### src/rtl/npn_tt_sequencer.sv
// NPN-transform truth-table sequencer: drives a 4-in/1-out function through all
// 16 minterms under a configured input permutation/negation and output negation.
module npn_tt_sequencer #(
    parameter int SETTLE = 1
) (
    input  logic        clk,
    input  logic        rst,
    input  logic        start,
    input  logic [7:0]  perm,
    input  logic [3:0]  neg_in,
    input  logic        neg_out,
    input  logic [15:0] exp_tt,
    output logic [3:0]  fn_x,
    input  logic        fn_y,
    output logic        busy,
    output logic        done,
    output logic        err,
    output logic [15:0] tt,
    output logic        match
);

    localparam int CNT_W = $clog2(SETTLE) + 1;
    localparam logic [CNT_W-1:0] CNT_LAST = CNT_W'(SETTLE - 1);

    typedef enum logic [1:0] {
        S_IDLE,
        S_RUN,
        S_DONE
    } state_t;

    state_t state, state_next;

    logic [7:0]       perm_r;
    logic [3:0]       neg_in_r;
    logic             neg_out_r;
    logic [15:0]      exp_r;
    logic [3:0]       m;
    logic [CNT_W-1:0] cnt;
    logic [15:0]      tt_r;
    logic [15:0]      tt_next;
    logic             err_r;
    logic             match_r;
    logic [3:0]       seen;
    logic             perm_ok;
    logic             accept;
    logic             sample;

    // A permutation is a bijection exactly when its four selectors cover all four minterm bits.
    always_comb begin
        // NOTE: every variable written here gets a default first so no latch is inferred.
        seen = 4'b0000;
        for (int i = 0; i < 4; i++) begin
            seen[perm[2*i +: 2]] = 1'b1;
        end
        perm_ok = &seen;
    end

    assign accept = (state == S_IDLE) && start;
    assign sample = (state == S_RUN) && (cnt == CNT_LAST);

    always_comb begin
        tt_next    = tt_r;
        tt_next[m] = fn_y ^ neg_out_r;
    end

    always_comb begin
        state_next = state;
        case (state)
            S_IDLE: if (start) state_next = perm_ok ? S_RUN : S_DONE;
            S_RUN:  if (sample && (m == 4'd15)) state_next = S_DONE;
            S_DONE: state_next = S_IDLE;
            default: state_next = S_IDLE;
        endcase
    end

    always_ff @(posedge clk) begin
        // NOTE: sequential state is updated with non-blocking assignments only.
        if (rst) state <= S_IDLE;
        else     state <= state_next;
    end

    always_ff @(posedge clk) begin
        if (rst) begin
            perm_r    <= '0;
            neg_in_r  <= '0;
            neg_out_r <= 1'b0;
            exp_r     <= '0;
            m         <= '0;
            cnt       <= '0;
            tt_r      <= '0;
            err_r     <= 1'b0;
            match_r   <= 1'b0;
        end else if (accept) begin
            perm_r    <= perm;
            neg_in_r  <= neg_in;
            neg_out_r <= neg_out;
            exp_r     <= exp_tt;
            m         <= '0;
            cnt       <= '0;
            err_r     <= ~perm_ok;
            match_r   <= 1'b0;
            // A rejected run leaves the previous table visible.
            if (perm_ok) tt_r <= '0;
        end else if (state == S_RUN) begin
            if (sample) begin
                tt_r <= tt_next;
                cnt  <= '0;
                if (m == 4'd15) match_r <= (tt_next == exp_r);
                else            m       <= m + 4'd1;
            end else begin
                cnt <= cnt + 1'b1;
            end
        end
    end

    always_comb begin
        fn_x = 4'b0000;
        if (state == S_RUN) begin
            for (int i = 0; i < 4; i++) begin
                fn_x[i] = m[perm_r[2*i +: 2]] ^ neg_in_r[i];
            end
        end
    end

    assign busy  = (state == S_RUN);
    assign done  = (state == S_DONE);
    assign err   = err_r;
    assign tt    = tt_r;
    assign match = match_r;

endmodule
### config.mk
export PLATFORM = sky130hd
export DESIGN_NAME = npn_tt_sequencer
export DESIGN_NICKNAME = d
export VERILOG_FILES = /design/src/rtl/npn_tt_sequencer.sv
export SDC_FILE = /design/constraint.sdc
export NUM_CORES = 1
export LEC_CHECK = 0
export BUFFER_PORTS_ARGS = -buffer_cell sky130_fd_sc_hd__buf_2
export CAP_MARGIN = 0
export CORE_MARGIN = 2
export CORE_UTILIZATION = 52
export CTS_BUF_LIST = sky130_fd_sc_hd__clkbuf_4 sky130_fd_sc_hd__clkbuf_8
export DETAILED_ROUTE_END_ITERATION = 10
export GPL_TIMING_DRIVEN = 0
export PLACE_DENSITY = 0.78
export SETUP_SLACK_MARGIN = 0.2
export SYNTH_ARGS = -nofsm -noshare
export SYNTH_HDL_FRONTEND = slang
export SYNTH_SLANG_ARGS = --single-unit
### constraint.sdc
create_clock -name clk -period 1.7 [get_ports clk]
set_input_delay 0.085 -clock clk [delete_from_list [all_inputs] [get_ports clk]]
set_output_delay 0.085 -clock clk [all_outputs]
set_load 0.02 [all_outputs]
# After elaboration in Yosys (flattened, before gate mapping)
# Cells that the tools add are included.
op_classes:
  add_sub_neg: 2
  order_cmp: 14
  eq_ne: 7
  mux: 29
  n_bitwise: 11
  n_reduce_logical: 17
op_table:
  columns: ["cell", "n"]
  rows:
  - ["$mux 16", 4]
  - ["$lt 2x3->1 const B", 8]
  - ["$bwmux 16", 1]
  - ["$eq 16x16->1", 1]
  - ["$or 4x4->4", 3]
  - ["$mux 1", 10]
  - ["$reduce_and 3->1", 3]
  - ["$bmux 1 s2", 4]
  - ["$demux 1 s2", 4]
  - ["$ge 2x1->1 const B", 4]
  - ["$logic_and 1x1->1", 8]
  - ["$mux 2", 3]
  - ["$lt 4x5->1 const B", 1]
  - ["$xor 1x1->1", 5]
  - ["$add 4x1->4 const B", 1]
  - ["$demux 1 s4", 1]
  - ["$eq 4x4->1 const B", 1]
  - ["$ge 4x1->1 const B", 1]
  - ["$mux 4", 1]
  - ["$ne 2x2->1 const B", 2]
  - ["$pmux 2 s2", 1]
  - ["$reduce_and 4->1", 1]
  - ["$reduce_bool 2->1", 2]
  - ["$not 1->1", 3]
  - ["7 further kinds", 7]
word_totals:
  register_bits: 54
  inputBits: 33
  out_inout_bits: 24
  wordCells: 90

# Depth between registers and ports, before layout
depth:
  word_depth: 11
  mapped_depth: 9
  depth_no_buf: 8

# Least setup slack after synthesis
# OpenSTA, ideal clock, no wires.
synth_timing:
  path_type: "reg-to-reg"
  from: "register m[0]"
  to: "register match_r (netlist: match)"
  setup_ns: 0.069
  arrival_time_ns: 1.786
  required_ns: 1.631
  slack_ns: -0.154
  path_stages_with_launch: 10
  n_path_buf: 1
  synth_period_minus_slack_ns: 1.854
  path_cell_list: "dfxtp_1 inv_1 ha_1 clkbuf_1 a22o_1 a32oi_1 nor2_1 nor4_1 nand4_1 o21ai_1"
synth_between:
  elab_chain_len: 6
  elab_cells_between_ends: 9
  classes_between: "2 x order compare; 2 x eq/ne; 3 x mux; 2 x reduce/logical"
synth_rtl:
  columns: ["item", "line_no", "rtl"]
  rows:
  - ["start: declaration", "37", "logic [3:0] m;"]
  - ["start signal: assignment", "109", "else m <= m + 4'd1;"]
  - ["$lt 4x5->1 (not written as such) or $ge 4x1->1 (tied branches)", "63", "tt_next[m] = fn_y ^ neg_out_r;"]
  - ["$logic_and 1x1->1 (not written as such)", "63", null]
  - ["$mux 1 (not written as such)", "63", null]
  - ["$demux 1 s4", "63", null]
  - ["$bwmux 16", "63", null]
  - ["$eq 16x16->1", "108", "if (m == 4'd15) match_r <= (tt_next == exp_r);"]
  - ["end signal: assignment", "108", null]
  - ["end: declaration", "42", "logic match_r;"]
# Several ways; a longest one is shown, not always the timed one.
# A chain may end at the register's enable or synchronous reset.

# Worst setup path in the final report
layout_timing:
  from: "register m[3]"
  to: "register match_r (netlist: match)"
# Same word-level chain as after synthesis.

==> results.json <==
{
  "arrival_ns": 2.26,
  "drtPass1Iterations": 5,
  "synthTopCellsByArea": "dfxtp_1 34%, nand2_1 9.1%, a21oi_1 8.9%",
  "finalNetCount": 558,
  "grt_util_all_layers_pct": 34.92,
  "tritoncts": "yes",
  "grt_pass1_wl_mm": 17.51,
  "vias_per_cell": 6.169,
  "final-max-slew-violation-count": 0,
  "required_ns": 1.97,
  "portBuffers": 55,
  "violations": "negative hold slack, negative setup slack",
  "grt_overflow": 0,
  "ir_drop_mv": 0.4247,
  "dp_hpwl_mm": 7.594,
  "h-tree-depth": 2,
  "fin_util_pct": 77.36,
  "grt_max_degree": 19,
  "timing.rr.start": "m[3]",
  "start_util_pct": 53.74,
  "grt_setup_unrepaired": "yes",
  "setup_viol": 5,
  "dp_slack_ns": -0.3806,
  "fmax_mhz": 502.3,
  "cts_sinks": 54,
  "grt_pass1_vias": 3460,
  "startpoint_type": "register",
  "critPathTopFamily": "compound AO/OA/AOI/OAI gates",
  "wl_per_cell_um": 19.53,
  "synth_fp_nets": 455,
  "crit_start": "m[3]",
  "synth_top_area_share_pct": 34.18,
  "syn_to_final_growth_pct": 43.95,
  "routed_wirelength_mm": 11.64,
  "drive_gt1_share_pct": 33.40,
  "gp_congestion": 0.9852,
  "fp-row-count": 28,
  "slew-limit-headroom_pct": 57.73,
  "yosys-top-cells-count": "77 x nand2_1, 56 x a21oi_1, 54 x dfxtp_1",
  "hold_path_class": "primary input to register",
  "status": "finished with violations",
  "finalClockSkew_ns": 0.01194,
  "drt_iter0_markers": 332,
  "finalHoldViolCount": 1,
  "cts_root_buf": "clkbuf_8",
  "period_minus_slack_ns": 1.991,
  "cts_buffer_depth": 2,
  "final_antenna_net_count": 0,
  "io_pins": 57,
  "max_cap_viol_count": 0,
  "tightest_slew_ns": 0.6241,
  "die_h_um": 81.99,
  "cpMaxStageDelayCell": "nor2b_2",
  "yosysTopAreaCell": "dfxtp_1",
  "worst_slack_ns": -0.2909,
  "finalCritPeriodShare_pct": 117.1,
  "numCtsBuffers": 5,
  "synth_top_flop_cell": "dfxtp_1",
  "ys_seq_elements": 54,
  "yosysUniqueCellTypes": 51,
  "postSynthAreaPerCell_sq_um": 7.585,
  "hold_path.startpoint": "neg_out",
  "remaining_drc_errors": 0,
  "synth_edf_count": 0,
  "multiInputGateArea_sq_mm": 0.002245,
  "critPathCaptureType": "register",
  "yosys_warnings": 0,
  "antenna_found_initial": 0,
  "pwr_density_cell_mw_per_mm2": 636.5,
  "seq_area_sq_mm": 0.001102,
  "p_leak_uw": 0.001779,
  "die_area_sq_mm": 0.006722,
  "crit_chain": "buf_4, nor2b_2, a21oi_1, a21o_1, a2111oi_2, nand4_1, o21ai_1",
  "synthArstFlopShare_pct": 0,
  "synth_area_sq_mm": 0.003163,
  "clk_latency_ns": 0.33,
  "num_vias": 3677,
  "fp.dieW_um": 81.99,
  "synthCells": 417,
  "fin_hold_ws_ns": -0.003555,
  "crit_fanout": 7,
  "core_sq_mm": 0.005886,
  "path_clk_slew_ns": 0.11,
  "fill_cells": 402,
  "crit_buf_inv": 1,
  "diodes": 0,
  "yosysMostFrequentCell": "nand2_1",
  "crit_type": "register to register",
  "synth.yosys.seq_area_share_pct": 34.18,
  "max_stage_delay_ns": 0.41
}
## layout make-up
cell class | count | area share (%)
multi-input cells | 330 | 49.30
flip-flops and latches | 54 | 24.21
repair buffers | 96 | 15.72
plain buffers | 23 | 5.771
well taps | 75 | 2.061
clock buffers | 5 | 1.511
inverters | 10 | 0.8794
clock inverters | 3 | 0.5496
## through the flow
step / hold slack (ns) / area, sq um / power (uW) / instances / TNS, ns
2_1_floorplan: 0.2135 / 3316 / 1769 / 417 / 0
6_report: -0.003555 / 4553 / 2898 / 596 / -1.322
3_3_place_gp: 0.3220 / 3685 / 1937 / 547 / -3.433
3_5_place_dp: 0.3323 / 3685 / 1949 / 547 / -4.358
5_1_grt: 0.007849 / 4553 / 2984 / 596 / -1.534
4_1_cts: 0.0001281 / 4343 / 2800 / 589 / -1.126
## where the power goes
part / switching [uW] / internal [uW] / leakage [uW]
registers: 81.4 / 1320 / 0.000445
clock network: 485 / 299 / 0.0000447
logic: 382 / 330 / 0.00129
total: 949 / 1950 / 0.00178
## cells by family after synthesis
group | share of synthesized area, %
flops | 34.18
buf+inv | 3.955
xor+xnor | 4.747
compound gates | 24.92
mux | 4.114
simple gates | 26.11
fa+ha+maj | 1.978
## repair_timing
action,4_1_cts,5_1_grt
buffers inserted,18,6
endpoints found under the setup margin,31,26
pin swaps,10,13
resized for setup,55,50
hold buffers,15,0
hold endpoints to repair,15,0
cloned,1,1
## placed cells by master, fill, tap and decap left out, drive strengths merged, types with 3 or more instances in the layout
cell and count:
a2111oi 3, nand2b 23, buf 87, and2 3, nand3 12, dfxtp 54, inv 11, a22o 3
mux4 4, nand3b 8, o21ai 39, a311oi 3, o32ai 3, nor3b 5, dlygate4sd3 15, clkbuf 22
nor2 20, ha 5, a21oi 56, nor2b 12, o22ai 4, xnor2 13, nand2 77, a31oi 5
mux2i 4
## state kept, by name, summed over array words and instances (netlist names)
signal,count
exp_r,16
err,1
neg_out_r,1
tt,16
match,1
state,2
neg_in_r,4
m,4
perm_r,8
cnt,1
## routing by layer
metal  vias to the layer above  track usage, %  part of all wire [%]  routed length, um
met5                         -               0                     0                  0
met2                       204           58.70                    47               5451
met3                        42           5.934                   8.2                955
met1                      1744           43.95                    41               4781
li1                       1687               -                     -                  -
met4                         0           14.83                   3.9                452
## path summary, 6_finish.rpt
kind | to | slack (ns) | depth (start not counted)
hold reg to reg | perm_r[6] | 0.47 | 2
setup reg to reg | match | -0.29 | 7
setup / recovery | match | -0.29 | 7
hold / removal | neg_out_r | -0.004 | 3
## worst register-to-register path, stage by stage, from the launching register on
cell,delay (ns)
dfxtp_4,0.39
buf_4,0.12
nor2b_2,0.41
a21oi_1,0.11
a21o_1,0.18
a2111oi_2,0.39
nand4_1,0.17
o21ai_1,0.16
Note: power is estimated with default switching activity, not from simulation.
